## config.mk

```make
export PLATFORM = sky130hd
export DESIGN_NAME = bresenham_line
export DESIGN_NICKNAME = d
export VERILOG_FILES = /design/src/rtl/bresenham_line_pkg.sv /design/src/rtl/bresenham_line_step.sv /design/src/rtl/bresenham_line.sv
export SDC_FILE = /design/constraint.sdc
export NUM_CORES = 1
export LEC_CHECK = 0
export CAP_MARGIN = 10
export CORE_MARGIN = 4
export CORE_UTILIZATION = 45
export DETAILED_ROUTE_END_ITERATION = 8
export GPL_TIMING_DRIVEN = 0
export SLEW_MARGIN = 10
export SYNTH_ARGS = -nofsm -noshare
export SYNTH_HDL_FRONTEND = slang
export SYNTH_HIERARCHICAL = 1
export SYNTH_SLANG_ARGS = --single-unit
```

## constraint.sdc

```tcl
create_clock -name clk -period 5.7 [get_ports clk]
set_input_delay 1.14 -clock clk [delete_from_list [all_inputs] [get_ports clk]]
set_output_delay 1.14 -clock clk [all_outputs]
set_load 0.005 [all_outputs]
```

## src/rtl/bresenham_line_pkg.sv

```systemverilog
// Shared types for the line-drawing stage: pixel coordinate, FSM state and screen bounds.
// Screen bounds come from `WIDTH/`HEIGHT; the defaults below apply when the build does not set them.
`ifndef WIDTH
`define WIDTH 640
`endif
`ifndef HEIGHT
`define HEIGHT 480
`endif

package bresenham_line_pkg;

   typedef struct packed {
      logic signed [15:0] x;
      logic signed [15:0] y;
   } Point2D;

   typedef enum logic [1:0] {
      IDLE  = 2'd0,
      SETUP = 2'd1,
      DRAW  = 2'd2,
      DONE  = 2'd3
   } BresenState;

   localparam logic signed [15:0] SCREEN_W = 16'(`WIDTH);
   localparam logic signed [15:0] SCREEN_H = 16'(`HEIGHT);

   function automatic logic on_screen(input Point2D pt);
      return (pt.x >= 16'sd0) && (pt.x < SCREEN_W) &&
             (pt.y >= 16'sd0) && (pt.y < SCREEN_H);
   endfunction

endpackage

```

## src/rtl/bresenham_line_step.sv

```systemverilog
// One Bresenham step: next (cur, err) from the current point, error and line constants.
// Purely combinational so a later span/fill stage can reuse it unchanged.
module bresenham_step
   import bresenham_line_pkg::*;
#(
   parameter int ERR_W = 19
)
(
   input  Point2D                   cur_i,
   input  logic signed [ERR_W-1:0]  err_i,
   input  logic signed [16:0]       dx_i,
   input  logic signed [16:0]       dy_i,
   input  logic                     sx_neg_i,
   input  logic                     sy_neg_i,
   output Point2D                   cur_o,
   output logic signed [ERR_W-1:0]  err_o
);

   localparam logic signed [15:0] STEP_POS = 16'sd1;
   localparam logic signed [15:0] STEP_NEG = -16'sd1;

   logic signed [ERR_W-1:0] e2;
   logic signed [ERR_W-1:0] dx_ext;
   logic signed [ERR_W-1:0] dy_ext;

   assign e2     = err_i <<< 1;
   assign dx_ext = ERR_W'(dx_i);
   assign dy_ext = ERR_W'(dy_i);

   // Both axis decisions use the same pre-step error, so a diagonal move adds dy and dx together.
   always_comb begin
      cur_o = cur_i;
      err_o = err_i;
      if (e2 >= dy_ext) begin
         err_o   = err_o + dy_ext;
         cur_o.x = cur_i.x + (sx_neg_i ? STEP_NEG : STEP_POS);
      end
      if (e2 <= dx_ext) begin
         err_o   = err_o + dx_ext;
         cur_o.y = cur_i.y + (sy_neg_i ? STEP_NEG : STEP_POS);
      end
   end

endmodule

```

## src/rtl/bresenham_line.sv

```systemverilog
// Edge walker: latches p/q on start, emits one pixel per accepted cycle, then pulses done.
// Optional RASTER_CLIP_EN suppresses pixel_valid for off-screen points without slowing the walk.
//
//   state | meaning
//   IDLE  | waiting for start; endpoints latched on start
//   SETUP | compute dx, dy, step directions and initial error
//   DRAW  | present cur as pixel; advance on accept (no stall)
//   DONE  | one-cycle done pulse, back to IDLE
module bresenham_line
   import bresenham_line_pkg::*;
#(
   parameter int ERR_W = 19
)
(
   input  logic    clk,
   input  logic    n_rst,
   input  logic    start,
   input  Point2D  p,
   input  Point2D  q,
   input  logic    stall,
   output Point2D  pixel,
   output logic    pixel_valid,
   output logic    busy,
   output logic    done
);

   BresenState               state_q;
   Point2D                   cur_q;
   Point2D                   end_q;
   logic signed [16:0]       dx_q;
   logic signed [16:0]       dy_q;
   logic                     sx_neg_q;
   logic                     sy_neg_q;
   logic signed [ERR_W-1:0]  err_q;
   logic                     pv_q;
   logic                     busy_q;
   logic                     done_q;

   logic signed [16:0]       diff_x;
   logic signed [16:0]       diff_y;
   logic signed [16:0]       abs_x;
   logic signed [16:0]       abs_y;
   Point2D                   step_cur;
   logic signed [ERR_W-1:0]  step_err;
   logic                     vis_cur;
   logic                     vis_nxt;
   logic                     accept;
   logic                     at_end;

   always_comb begin
      diff_x = 17'(end_q.x) - 17'(cur_q.x);
      diff_y = 17'(end_q.y) - 17'(cur_q.y);
      abs_x  = diff_x[16] ? -diff_x : diff_x;
      abs_y  = diff_y[16] ? -diff_y : diff_y;
   end

   bresenham_step #(
      .ERR_W    (ERR_W)
   ) u_step (
      .cur_i    (cur_q),
      .err_i    (err_q),
      .dx_i     (dx_q),
      .dy_i     (dy_q),
      .sx_neg_i (sx_neg_q),
      .sy_neg_i (sy_neg_q),
      .cur_o    (step_cur),
      .err_o    (step_err)
   );

`ifdef RASTER_CLIP_EN
   assign vis_cur = on_screen(cur_q);
   assign vis_nxt = on_screen(step_cur);
`else
   assign vis_cur = 1'b1;
   assign vis_nxt = 1'b1;
`endif

   // Off-screen points are never written, so backpressure cannot hold them.
   assign accept = (state_q == DRAW) && (!stall || !vis_cur);
   assign at_end = (cur_q == end_q);

   always_ff @(posedge clk or negedge n_rst) begin
      if (!n_rst) begin
         state_q  <= IDLE;
         cur_q    <= '0;
         end_q    <= '0;
         dx_q     <= '0;
         dy_q     <= '0;
         sx_neg_q <= 1'b0;
         sy_neg_q <= 1'b0;
         err_q    <= '0;
         pv_q     <= 1'b0;
         busy_q   <= 1'b0;
         done_q   <= 1'b0;
      end else begin
         done_q <= 1'b0;
         case (state_q)
            IDLE: begin
               pv_q <= 1'b0;
               if (start) begin
                  cur_q   <= p;
                  end_q   <= q;
                  busy_q  <= 1'b1;
                  state_q <= SETUP;
               end
            end
            SETUP: begin
               dx_q     <= abs_x;
               dy_q     <= -abs_y;
               sx_neg_q <= !(cur_q.x < end_q.x);
               sy_neg_q <= !(cur_q.y < end_q.y);
               err_q    <= ERR_W'(abs_x) - ERR_W'(abs_y);
               pv_q     <= vis_cur;
               state_q  <= DRAW;
            end
            DRAW: begin
               if (accept) begin
                  if (at_end) begin
                     pv_q    <= 1'b0;
                     done_q  <= 1'b1;
                     state_q <= DONE;
                  end else begin
                     cur_q <= step_cur;
                     err_q <= step_err;
                     pv_q  <= vis_nxt;
                  end
               end
            end
            DONE: begin
               busy_q  <= 1'b0;
               state_q <= IDLE;
            end
            default: state_q <= IDLE;
         endcase
      end
   end

   assign pixel       = cur_q;
   assign pixel_valid = pv_q;
   assign busy        = busy_q;
   assign done        = done_q;

endmodule
```

==> results.py <==
metrics = {
    "outcome": {
        "status": "completed",
    },
    "clock_network": {
        "cts_sinks": 123,
        "numCtsBuffers": 17,
        "clock_path_buffers": 2,
        "cts_tree": "yes",
        "clockRootBuffer": "clkbuf_16",
        "hold_buffers": 0,
        "clk_pin_slew_worst_paths_ps": 60,
        "insertion_delay_ps": 430,
        "h-tree-depth": 4,
    },
    "placement": {
        "finalWeightedCongestion": 0.931,
        "place_hpwl_um": 31500,
        "placed_cell_area_um2": 14900,
        "io_buffers": 102,
    },
    "sta": {
        "maxSlewViolCount": 0,
        "worst_pin_slew_ps": 999,
        "slew_headroom": 0.331,
        "finalClockSkew_ps": 15.8,
        "finalSetupViolCount": 0,
        "fin_crit_sh": 0.970,
        "hold_violations": 0,
        "finalSetupTns_ps": 0,
        "max_freq_mhz": 181,
        "period_needed_ps": 5530,
    },
    "critical_path": {
        "cp-start-kind": "flip-flop",
        "crit_fanout": 7,
        "cp_data_arrival_time_ps": 5840,
        "criticalPathCategory": "flip-flop to flip-flop",
        "endpoint_kind": "flip-flop",
        "required_ps": 6010,
    },
    "final_layout": {
        "final_area_um2": 15700,
        "post-route-util": 0.541,
        "final_common_cell": "ha_1",
        "drive_gt1_frac": 0.101,
        "nFillCells": 2792,
        "final_cell_mix": "155 x ha_1, 143 x nand2_1, 124 x o21ai_0",
        "syn_to_final_growth_pct": 17.5,
        "final_nets": 1970,
    },
    "routing": {
        "num_vias": 12100,
        "drc": 0,
        "wl_per_cell_um": 18.6,
        "final_antenna_net_count": 0,
        "drtIter0Drc": 672,
        "vias_per_cell": 5.67,
        "totalWireLength_um": 39800,
        "drtPass1Iterations": 5,
    },
    "floorplanning": {
        "coreArea_um2": 29000,
        "start_util": 0.460,
        "io_pins": 103,
        "die_w_um": 180,
        "die_y_um": 180,
        "rows": 62,
        "die_area_um2": 32500,
    },
    "global_routing": {
        "grt_max_degree": 78,
        "antenna_found_initial": 1,
        "grt-ovfl-total": 0,
        "grt_pass1_wl_um": 63400,
        "grt_pass1_vias": 12000,
        "grtUsageTotal": 0.240,
    },
    "synthesis": {
        "synth_area_per_cell_um2": 8.30,
        "syn_nets": 1841,
        "netlist_instances": 1609,
        "synth_warnings": 6,
        "synth_area_um2": 13400,
    },
    "flow_run": {
        "maxCapViolCount": 0,
    },
    "worst_hold_path": {
        "hold_class": "flip-flop to flip-flop",
    },
}
## final cells by class
class	instances	area (um^2)	area share
inverters	121	454	0.0289
multi-input cells	1313	9680	0.617
diodes	1	2.50	0.000159
well taps	384	480	0.0306
clock buffers	22	464	0.0296
clock inverters	10	188	0.0120
repair buffers	110	1100	0.0702
flip-flops and latches	123	3080	0.196
plain buffers	52	239	0.0152
## final timing paths
path,start,end,slack [ps],cells after the start
worst min-delay path,end_q[16],end_q[16],510,1
max in group asynchronous,n_rst,end_q[9],4230,2
min in group asynchronous,n_rst,err_q[10],670,1
worst max-delay path,dy_q[16],err_q[17],170,24
worst max register to register,dy_q[16],err_q[17],170,24
worst min register to register,end_q[16],end_q[16],510,1
## routing by layer
layer / global-route usage / vias to the layer above / share of wire
met1: 0.327 / 5730 / 0.47
met2: 0.398 / 279 / 0.46
met5: 0 / - / 0
met4: 0.0802 / 0 / 0.030
li1: - / 6034 / -
met3: 0.0264 / 67 / 0.037
## worst max-delay path, cell delays in order (launching register included)
cell and delay [ps]:
dfrtp_1 360, inv_1 90, ha_2 430, nand3_1 200
nor3_4 210, nand3_1 140, o221ai_1 260, a21oi_2 80
mux2i_4 180, buf_4 170, mux2_2 370, ha_1 290
a21o_1 180, a21oi_2 200, o211ai_1 280, a31o_2 330
a21o_1 230, a31oi_2 210, o21bai_1 110, xor2_1 150
mux2_4 270, or3_1 330, o21ai_0 120, o21bai_1 160
o31ai_1 80
## metrics by stage
stage / hold slack (ps) / std cells / setup WS [ps]
5_1_grt: 522 / 2136 / -11.3
6_report: 510 / 2136 / 170
3_3_place_gp: 492 / 2095 / -1810
2_1_floorplan: 477 / 1609 / 788
3_5_place_dp: 498 / 2096 / -651
4_1_cts: 510 / 2130 / 10.3
## repair_timing
action                                  in CTS  in global routing
resized for setup                            7                 21
setup buffers                                2                  5
endpoints found under the setup margin       6                  8
pin swaps                                    1                  5
## sequential cells by signal, summed over array words and instances (netlist names), 2 cells and up
signal	cells
dx_q	17
end_q	32
err_q	18
dy_q	17
state_q	2
pixel	32
Power is not shown: default switching activity piles up to over one toggle a cycle in this logic, so the estimate is an artifact.
